## config.mk

```make
export PLATFORM = sky130hd
export DESIGN_NAME = pkt_tx_framer
export DESIGN_NICKNAME = d
export VERILOG_FILES = /design/src/rtl/pkt_tx_framer.sv
export SDC_FILE = /design/constraint.sdc
export NUM_CORES = 1
export LEC_CHECK = 0
export CAP_MARGIN = 25
export CORE_ASPECT_RATIO = 0.9
export CORE_UTILIZATION = 56
export DETAILED_ROUTE_END_ITERATION = 10
export GPL_TIMING_DRIVEN = 0
export PLACE_DENSITY = 0.87
export REMOVE_ABC_BUFFERS = 1
export SLEW_MARGIN = 20
export SYNTH_ARGS = -nofsm -noshare
export SYNTH_HDL_FRONTEND = slang
export SYNTH_SLANG_ARGS = --single-unit
```

## constraint.sdc

```tcl
create_clock -name clk -period 2.4 [get_ports clk]
set_input_delay 0.48 -clock clk [delete_from_list [all_inputs] [get_ports clk]]
set_output_delay 0.48 -clock clk [all_outputs]
set_load 0.03 [all_outputs]
```

## src/rtl/pkt_tx_framer.sv

```systemverilog
// Packet transmit framer.
// Pulls one length-prefixed packet from a packet FIFO and streams it downstream as:
//   PREAMBLE_LEN x 8'hAA, SYNC_BYTE, length, payload[0..len-1] (, CRC hi, CRC lo).
// Optional feature macro: PKT_TX_FRAMER_CRC16_EN.
//   Defined: append CRC-16/CCITT (poly 0x1021, init 0xFFFF, no reflection, no final XOR)
//   over the payload, high byte first.
//   Undefined: no CRC states or logic, and the frame ends on the last payload byte.
//
// state    | meaning
// IDLE     | waiting for pkt_ready
// GET_LEN  | length strobe issued, wait one cycle, then capture and range-check the length
// PREAMBLE | sending 8'hAA bytes
// SYNC     | sending SYNC_BYTE
// LEN_OUT  | sending the length byte
// FETCH    | rd_en issued, wait one cycle, then capture data_out
// PAYLOAD  | sending the fetched payload byte
// CRC_HI   | sending CRC[15:8] (CRC build only)
// CRC_LO   | sending CRC[7:0] (CRC build only)
// FINISH   | done pulse, then back to IDLE
module pkt_tx_framer #(
   parameter int          PREAMBLE_LEN = 2,
   parameter logic [7:0]  SYNC_BYTE    = 8'hD3,
   parameter int          MAX_LEN      = 64
) (
   input  logic       clk,
   input  logic       reset_n,
   input  logic       pkt_ready,
   input  logic [7:0] length_out,
   output logic       length_rd_en,
   input  logic [7:0] data_out,
   output logic       rd_en,
   output logic [7:0] out_data,
   output logic       out_valid,
   input  logic       out_ready,
   output logic       out_last,
   output logic       busy,
   output logic       done,
   output logic       len_err
);

   localparam logic [8:0] MAX_LEN_W = 9'(MAX_LEN);
   localparam logic [1:0] PRE_LAST  = 2'(PREAMBLE_LEN - 1);
   localparam logic [7:0] PRE_BYTE  = 8'hAA;

   typedef enum logic [3:0] {
      IDLE,
      GET_LEN,
      PREAMBLE,
      SYNC,
      LEN_OUT,
      FETCH,
      PAYLOAD,
`ifdef PKT_TX_FRAMER_CRC16_EN
      CRC_HI,
      CRC_LO,
`endif
      FINISH
   } state_t;

   state_t     state;
   logic [7:0] len_q;
   logic [7:0] cnt;
   logic [1:0] pre_cnt;
   logic       wait_q;

`ifdef PKT_TX_FRAMER_CRC16_EN
   logic [15:0] crc_q;

   function automatic logic [15:0] crc_step(input logic [15:0] crc_in, input logic [7:0] byte_in);
      logic [15:0] r;
      r = crc_in ^ {byte_in, 8'h00};
      for (int i = 0; i < 8; i++) begin
         r = r[15] ? ((r << 1) ^ 16'h1021) : (r << 1);
      end
      return r;
   endfunction
`endif

   // Frame sequencer: all outputs are registered here; strobes default low each cycle.
   always_ff @(posedge clk) begin
      if (!reset_n) begin
         state        <= IDLE;
         len_q        <= 8'h00;
         cnt          <= 8'h00;
         pre_cnt      <= 2'd0;
         wait_q       <= 1'b0;
         length_rd_en <= 1'b0;
         rd_en        <= 1'b0;
         out_data     <= 8'h00;
         out_valid    <= 1'b0;
         out_last     <= 1'b0;
         busy         <= 1'b0;
         done         <= 1'b0;
         len_err      <= 1'b0;
`ifdef PKT_TX_FRAMER_CRC16_EN
         crc_q        <= 16'hFFFF;
`endif
      end else begin
         length_rd_en <= 1'b0;
         rd_en        <= 1'b0;
         done         <= 1'b0;
         len_err      <= 1'b0;
         case (state)
            IDLE: begin
               if (pkt_ready) begin
                  length_rd_en <= 1'b1;
                  wait_q       <= 1'b1;
                  busy         <= 1'b1;
                  state        <= GET_LEN;
               end
            end
            GET_LEN: begin
               if (wait_q) begin
                  wait_q <= 1'b0;
               end else if ({1'b0, length_out} > MAX_LEN_W) begin
                  len_err <= 1'b1;
                  busy    <= 1'b0;
                  state   <= IDLE;
               end else begin
                  len_q     <= length_out;
                  pre_cnt   <= PRE_LAST;
                  out_data  <= PRE_BYTE;
                  out_valid <= 1'b1;
                  out_last  <= 1'b0;
`ifdef PKT_TX_FRAMER_CRC16_EN
                  crc_q     <= 16'hFFFF;
`endif
                  state     <= PREAMBLE;
               end
            end
            PREAMBLE: begin
               if (out_ready) begin
                  if (pre_cnt == 2'd0) begin
                     out_data <= SYNC_BYTE;
                     state    <= SYNC;
                  end else begin
                     pre_cnt <= pre_cnt - 2'd1;
                  end
               end
            end
            SYNC: begin
               if (out_ready) begin
                  out_data <= len_q;
`ifdef PKT_TX_FRAMER_CRC16_EN
                  out_last <= 1'b0;
`else
                  out_last <= (len_q == 8'h00);
`endif
                  state    <= LEN_OUT;
               end
            end
            LEN_OUT: begin
               if (out_ready) begin
                  if (len_q == 8'h00) begin
`ifdef PKT_TX_FRAMER_CRC16_EN
                     out_data  <= crc_q[15:8];
                     state     <= CRC_HI;
`else
                     out_valid <= 1'b0;
                     out_last  <= 1'b0;
                     done      <= 1'b1;
                     state     <= FINISH;
`endif
                  end else begin
                     out_valid <= 1'b0;
                     cnt       <= len_q;
                     rd_en     <= 1'b1;
                     wait_q    <= 1'b1;
                     state     <= FETCH;
                  end
               end
            end
            FETCH: begin
               if (wait_q) begin
                  wait_q <= 1'b0;
               end else begin
                  out_data  <= data_out;
                  out_valid <= 1'b1;
                  cnt       <= (cnt != 8'h00) ? cnt - 8'h01 : cnt;
`ifdef PKT_TX_FRAMER_CRC16_EN
                  crc_q     <= crc_step(crc_q, data_out);
                  out_last  <= 1'b0;
`else
                  out_last  <= (cnt == 8'h01);
`endif
                  state     <= PAYLOAD;
               end
            end
            PAYLOAD: begin
               if (out_ready) begin
                  if (cnt == 8'h00) begin
`ifdef PKT_TX_FRAMER_CRC16_EN
                     out_data  <= crc_q[15:8];
                     out_last  <= 1'b0;
                     state     <= CRC_HI;
`else
                     out_valid <= 1'b0;
                     out_last  <= 1'b0;
                     done      <= 1'b1;
                     state     <= FINISH;
`endif
                  end else begin
                     // Next read only after the current byte has left.
                     out_valid <= 1'b0;
                     rd_en     <= 1'b1;
                     wait_q    <= 1'b1;
                     state     <= FETCH;
                  end
               end
            end
`ifdef PKT_TX_FRAMER_CRC16_EN
            CRC_HI: begin
               if (out_ready) begin
                  out_data <= crc_q[7:0];
                  out_last <= 1'b1;
                  state    <= CRC_LO;
               end
            end
            CRC_LO: begin
               if (out_ready) begin
                  out_valid <= 1'b0;
                  out_last  <= 1'b0;
                  done      <= 1'b1;
                  state     <= FINISH;
               end
            end
`endif
            FINISH: begin
               busy  <= 1'b0;
               state <= IDLE;
            end
            default: begin
               out_valid <= 1'b0;
               out_last  <= 1'b0;
               busy      <= 1'b0;
               state     <= IDLE;
            end
         endcase
      end
   end

endmodule

```

Word-level counts from Yosys, hierarchy flattened
Cells that the tools add are included.
{ "word_totals": {"regBits": 38, "input_bits": 20, "out_inout_bits": 15, "wordCells": 137} }
{ "classes": {"add_sub_neg": 2, "magnitude_cmp": 1, "eq_ne": 25, "muxes": 64, "bitwise": 7, "n_reduce_logical": 25} }
{ "ops": {"columns": ["cell", "count"], "rows": [
  ["two-way mux 8 bit", 10],
  ["two-way mux 4 bit", 8],
  ["inequality test 2 bit (second input constant)", 16],
  ["case mux 8 bit (4 select lines)", 1],
  ["two-way mux 1 bit", 29],
  ["case mux 4 bit (7 select lines)", 1],
  ["equality test 4 x 3 -> 1 bit (second input constant)", 4],
  ["logical NOT 8 bit", 2],
  ["case mux 8 bit (2 select lines)", 1],
  ["AND reduction 5 bit", 3],
  ["two-way mux 2 bit", 7],
  ["AND reduction 9 bit", 1],
  ["equality test 4 x 2 -> 1 bit (second input constant)", 2],
  ["equality test 8 x 1 -> 1 bit (second input constant)", 1],
  ["> comparator 8 x 7 -> 1 bit (second input constant)", 1],
  ["case mux 1 bit (4 select lines)", 2],
  ["AND reduction 8 bit", 1],
  ["nonzero test 4 bit", 2],
  ["nonzero test 8 bit", 1],
  ["subtractor 8 x 1 -> 8 bit (second input constant)", 1],
  ["NOT 1 bit", 7],
  ["AND reduction 7 bit", 1],
  ["case mux 1 bit (6 select lines)", 1],
  ["AND reduction 6 bit", 1],
  ["16 further kinds", 20]
]} }

Longest topological paths before layout
Gate-level depths: netlist (run 1).
{ "depth": {"word_depth": 4, "depth_mapped": 7, "depth_no_buf": 6} }

Worst setup path after synthesis (run 1)
OpenSTA, ideal clock, no wires.
{ "synth_path": {"path_kind": "input to register", "startpoint": "in length_out[5]", "endpoint": "reg out_data[3]", "setup_ps": 69, "arrival_time_ps": 1633, "required_ps": 2331, "setup_slack_ps": 698, "stages": 6, "path_buffers": 1, "cell_sequence": "nor4_2 a211oi_2 o211ai_2 buf_2 o2111ai_1 o21ai_1"} }
{ "synth_between": {"elab_chain_len": 3} }
{ "synth_lines": {"columns": ["element", "line_no", "rtl"], "rows": [
  ["from (decl)", "28", "input logic [7:0] length_out,"],
  ["> comparator 8 x 7 -> 1 bit", "115", "end else if ({1'b0, length_out} > MAX_LEN_W) begin"],
  ["inequality test 2 bit (no source line)", null, null],
  ["AND reduction 7 bit (no source line)", null, null],
  ["to (signal assigned)", "143", "out_data <= len_q;"],
  ["to (signal assigned)", "177", "out_data <= data_out;"],
  ["to (decl)", "32", "output logic [7:0] out_data,"]
]} }
No other way between the ends.
A chain may end at the register's enable or synchronous reset.

==> results of run 1 <==
## worst min path at each step
stage | startpoint | end | slack [ns] | depth (start not counted)
finish | out_data[3] | out_data[3] | 0.45 | 2
detailed placement | out_data[3] | out_data[3] | 0.44 | 2
global route | out_data[5] | out_data[5] | 0.47 | 2
CTS | out_data[3] | out_data[3] | 0.45 | 2
floorplan | len_q[7] | len_q[7] | 0.44 | 2
global placement | out_data[3] | out_data[3] | 0.44 | 2
## registers in the layout, indices dropped and copies added, names as in the netlist
register,flops
state,3
len_q,8
done,1
cnt,8
len_err,1
rd_en,1
out_last,1
out_data,8
pre_cnt,2
length_rd_en,1
wait_q,1
out_valid,1
busy,1
## critical path: stages
cell and delay (ns):
dlygate4sd2_1 0.86, clkinvlp_4 0.59, nor4_1 0.38, a41o_1 0.13
## area by class of cell
| class | instances | area, um^2 |
|---|---|---|
| multi-input combinational | 180 | 1160 |
| fill | 275 | 962 |
| timing repair buffer | 34 | 339 |
| tap | 44 | 55.1 |
| timing repair inverter | 1 | 5.00 |
| inverter | 9 | 37.5 |
| sequential | 37 | 742 |
| clock buffer | 8 | 80.1 |
## placed cells by master, fill, tap and decap left out, types with 2 or more instances in the layout
master           Yosys  routed
dfxtp_1             37      36
o22ai_1              4       4
ha_1                 4       4
and3_1               2       2
nand3b_1             2       2
nor2b_1              4       3
nor2_1              29      29
clkdlybuf4s50_1      0      33
a41o_1               3       3
a21oi_1             19      19
o21ai_0              5       5
o2111ai_1            2       2
a211oi_1             2       2
nand2_1             26      26
nand3_1              7       7
a311oi_1             5       5
o32ai_1              2       2
clkbuf_8             0       5
nand2b_1             5       5
nand4_1              5       5
o211ai_1             3       3
mux2i_1              8       8
clkbuf_1             6       3
o21ai_1              9       9
nor3_1               7       6
nor3b_1              3       3
inv_1                8       7
o31ai_1              3       3
nor4_1               3       3
## power by group through the flow
stage | sequential, mW | clock, mW | combinational, mW
2_1_floorplan | 0.817 | 0 | 0.248
3_3_place_gp | 0.756 | 0 | 0.479
3_5_place_dp | 0.759 | 0 | 0.490
4_1_cts | 0.745 | 0.417 | 0.493
5_1_grt | 0.756 | 0.443 | 0.545
6_report | 0.748 | 0.412 | 0.504
## repair_timing
item / in CTS / in global routing
pin swaps: 0 / 0
endpoints found under the setup margin: 1 / 14
cloned: 1 / 0
hold buffers: 0 / 0
gates resized for setup: 2 / 4
## logic make-up after synthesis
family,count (synthesis)
flops,37
mux,9
compound gates,67
buf+inv,24
fa+ha+maj,4
simple gates,100
## per-layer routing
metal / global-route usage / part of all wire
met1: 0.380 / 0.45
met3: 0.0543 / 0.084
met4: 0.130 / 0.019
met2: 0.402 / 0.44
met5: 0 / 0
==> flow_summary.yaml, run 1 <==
power:
  pwr-share-seq: 0.449
  power.density_mw_per_mm2: 689
  total_power_mw: 1.66
  p_leak_nw: 0.815
  clkPwrFrac: 0.248
  power.net_switching_mw: 0.569
  pwr-share-comb: 0.303
  p_int_mw: 1.10
  vdd_ir_drop_max_v: 0.000361
  switching_share: 0.342
sta:
  finalSetupViolCount: 0
  hold_slack_ns: 0.447
  final.setup.tns_ns: 0
  grt_setup_unrepaired: "no"
  final.setup_skew_ns: 0.00599
  fin_crit_sh: 0.932
  hold_viol_final: 0
  fin_crit_ns: 2.24
  finalMaxSlewViolations: 0
  tightest_slew_ns: 1.00
  slew_headroom: 0.331
  fmax_ghz: 0.447
  timing.final.ws_setup_ns: 0.164
setup_path:
  worst_r2r_path_depth: 5
  required_ns: 2.63
  crit_start: "reset_n"
  r2r_start: "state[0]"
  crit_path_end: "pre_cnt[1]"
  critPathMaxFanout: 26
  critPathCaptureType: "flop"
  r2r_setup_slack_ns: 0.21
  crit_type: "in2reg"
  start_kind: "input pin"
  r2r_end: "len_q[6]"
  cp_data_arrival_time_ns: 2.47
floorplan:
  dieArea_mm2: 0.00378
  core-area_mm2: 0.00338
  die_y_um: 58.4
  start_util: 0.586
  dieWidth_um: 64.7
  io-pin-count: 35
  num_rows: 20
grt:
  grt_pass1_vias: 1639
  grt_pass1_wl_um: 7790
  grt_max_degree: 27
  grt_overflow: 0
  antenna_found_initial: 0
  track_usage: 0.272
finish:
  drive_gt1_frac: 0.0781
  area_growth_pct: 22.1
  fin_util: 0.715
  design_area_mm2: 0.00242
  final_cells: 313
  antennaDiodeCount: 0
  final_nets: 292
logic_synthesis:
  synth_xor_area_frac: 0
  ys.flop_type: "dfxtp_1"
  synth_common_cells: "dfxtp_1, nor2_1, nand2_1, a21oi_1, o21ai_1"
  synth.most_common_cell: "dfxtp_1"
  syn_inst: 241
  post_synth.cell_area_avg_um2: 8.21
  synth_compound_area_frac: 0.233
  synthAdderAreaFrac: 0.0253
  synth_top_area_frac: 0.374
  async_flop_share: 0
  synth_simple_gate_area_frac: 0.263
  synth_edf_count: 0
  seq_area_frac_synth: 0.374
  ys_ff_latch: 37
  ys_types: 50
  synth.area.mux_share: 0.0518
  synth_top_area_cell: "dfxtp_1"
  yosys-top-cells-area: "dfxtp_1, nor2_1, nand2_1"
  synth_top_family_by_area: "simple AND/OR/NAND/NOR gates"
  synthesis.area_mm2: 0.00198
  synth_warnings: 0
place:
  dpl_cell_area_mm2: 0.00231
  place_congestion: 0.904
  dp_cells: 304
  io_buffers: 34
  dp_slack_ns: -0.350
  dp_hpwl_um: 3290
clocking:
  clockRootBuffer: "clkbuf_8"
  tritoncts: "done"
  insertion_delay_ns: 0.29
  postCtsSetupBuffers: 0
  cts_buffers: 5
  clock_sinks: 37
  cts_buffer_depth: 2
  path_clk_slew_ns: 0.07
  htreeDepth: 2
outcome:
  outcome: "complete, no violations"
worst_hold_path:
  worstHoldPathType: "reg2reg"
route:
  drtAntennaViolNets: 0
  first_pass_iters: 4
  wl_per_cell_um: 15.3
  finalWirelength_um: 4800
  vias: 1928
  viasPerCell: 6.16
  drcViolationCount: 0
  drt_iter0_drc: 217
run:
  drv_cap: 0
No activity file was read; power rests on OpenSTA's default activity.
==> inputs of run 2 (changes only) <==
--- a/config.mk
+++ b/config.mk
@@ -5,7 +5,7 @@
 export SDC_FILE = /design/constraint.sdc
 export NUM_CORES = 1
 export LEC_CHECK = 0
-export CAP_MARGIN = 25
+export CAP_MARGIN = 40
 export CORE_ASPECT_RATIO = 0.9
 export CORE_UTILIZATION = 56
 export DETAILED_ROUTE_END_ITERATION = 10
==> run 2 against run 1 <==
  * Clock power is 1% lower
  * Global-route usage stayed put
  * Sequential power hardly changed
  * Final area is 0.16% lower
  * Register-to-register slack worse by 0.16 ns
  * Critical path type is now reg2reg
  * First-iteration DRC count is 8.8% lower
  * Largest cell class unchanged
  * Combinational power is 1% lower
  * Flip-flop and latch count stayed put
  * Worst hold slack worse by 0.00082 ns
  * Total power is 0.60% lower
==> flow_summary.yaml, run 2 (synthesized netlist as in run 1, its figures left out) <==
outcome:
  outcome: "complete, no violations"
power:
  total_power_mw: 1.65
  power.density_mw_per_mm2: 686
  vdd_ir_drop_max_v: 0.000363
  p_leak_nw: 0.823
clocking:
  cts_buffer_depth: 2
  clockRootBuffer: "clkbuf_8"
  ctsHoldBuffers: 0
  postCtsSetupBuffers: 0
  clock_sinks: 37
  htreeDepth: 2
  insertion_delay_ns: 0.29
  tritoncts: "done"
  cts_buffers: 5
  path_clk_slew_ns: 0.07
grt:
  grt_overflow: 0
  gr-usage-met1: 0.380
  grt_pass1_vias: 1639
  met2_usage: 0.402
  busiest_layer: "met2"
  grt_pass1_wl_um: 7790
  antenna_found_initial: 0
  track_usage: 0.272
  grt_max_degree: 27
  use_met3: 0.0543
setup_path:
  cp_common_cell: "nand2b_1"
  required_ns: 2.56
  slowest_delay_ns: 0.70
  r2r_setup_slack_ns: 0.05
  cp_data_arrival_time_ns: 2.51
  cp_slowest_cell: "dfxtp_1"
  r2r_end: "len_q[6]"
  worst_r2r_path_depth: 5
  r2r_start: "state[0]"
  critPathMaxFanout: 19
  start_kind: "flop"
  path_buf_inv: 0
  crit_family: "simple AND/OR/NAND/NOR gates"
  critPathCaptureType: "flop"
  crit_chain: "nand2b_1, nand2b_1, nor3_2, mux2i_1, nor2_1"
  crit_type: "reg2reg"
worst_hold_path:
  holdPathStages: 2
  worstHoldPathType: "reg2reg"
  min_from: "out_data[3]"
  worstHoldEndpoint: "out_data[3]"
finish:
  largestRegisters: "cnt: 8 flops, len_q: 8 flops, out_data: 8 flops"
  regArea_um2: 741
  multi_input_area_mm2: 0.00114
  mostFrequentLayoutCells: "dfxtp_1, clkdlybuf4s50_1, nor2_1"
  area_growth_pct: 21.9
  antennaDiodeCount: 0
  design_area_mm2: 0.00241
  mostFrequentLayoutCell: "dfxtp_1"
  drive_gt1_frac: 0.0741
  final_nets: 293
  n_fill_cell: 281
sta:
  finalSetupViolCount: 0
  grt_setup_unrepaired: "yes"
  final.setup_skew_ns: 0.00503
  fin_crit_ns: 2.35
  hold_viol_final: 0
  fin_crit_sh: 0.981
  tightest_slew_ns: 0.808
  fmax_ghz: 0.425
  slew_headroom: 0.459
  finalMaxSlewViolations: 0
route:
  finalWirelength_um: 4720
  drcViolationCount: 0
  first_pass_iters: 5
  viasPerCell: 6.16
  drtAntennaViolNets: 0
  wl_per_cell_um: 15.0
  vias: 1935
  drt_iter0_drc: 198
floorplan:
  die_y_um: 58.4
  dieArea_mm2: 0.00378
  start_util: 0.586
  io-pin-count: 35
  core-area_mm2: 0.00338
  dieWidth_um: 64.7
  num_rows: 20
place:
  io_buffers: 34
  dp_hpwl_um: 3290
  place_congestion: 0.904
  dpl_cell_area_mm2: 0.00231
run:
  drv_cap: 0
run 2: what timing repair did:
item,4_1_cts,5_1_grt
setup endpoints to repair,1,14
resized for setup,2,0
gates cloned,1,0
hold endpoints to repair,0,0
run 2: worst min-delay path, stage by stage, from the launching register on:
cell	delay, ns
dfxtp_1	0.31
nand2_1	0.05
o21ai_1	0.05
run 2: final cells by class:
class | instances | area share
Timing Repair Buffer | 35 | 0.147
Multi-Input combinational cell | 180 | 0.473
Sequential cell | 37 | 0.307
Timing Repair inverter | 1 | 0.00207
Tap cell | 44 | 0.0228
Clock buffer | 8 | 0.0332
Inverter | 9 | 0.0156
run 2: worst max path at each step:
stage	slack (ns)	end	start	depth (start not counted)
6_report	0.05	len_q[6]	state[0]	5
5_1_grt	-0.14	len_q[6]	state[0]	5
4_1_cts	0.08	len_q[6]	state[0]	5
3_5_place_dp	-0.35	pre_cnt[1]	reset_n	4
3_3_place_gp	-0.61	len_q[5]	length_out[5]	6
2_1_floorplan	0.12	len_q[0]	state[0]	5
run 2: per-layer routing:
metal,routed length (um),vias to the layer above
met4,80,0
met5,0,-
li1,-,942
met3,392,15
met1,2170,887
met2,2080,91
run 2: per-stage QoR:
stage | setup TNS [ns] | cells | setup slack (ns) | hold WS [ns] | util
final | 0 | 314 | 0.0453 | 0.446 | 0.714
after CTS | 0 | 313 | 0.0826 | 0.451 | 0.710
after floorplan | 0 | 226 | 0.123 | 0.436 | -
after global placement | -8.07 | 304 | -0.611 | 0.437 | 0.682
after global routing | -1.24 | 314 | -0.141 | 0.471 | 0.714
after detailed placement | -4.40 | 304 | -0.350 | 0.442 | 0.684
run 2: where the power goes:
group | internal (mW) | switching, mW | leakage [nW]
sequential | 0.674 | 0.0730 | 0.300
clock | 0.206 | 0.202 | 0.0395
combinational | 0.213 | 0.286 | 0.483
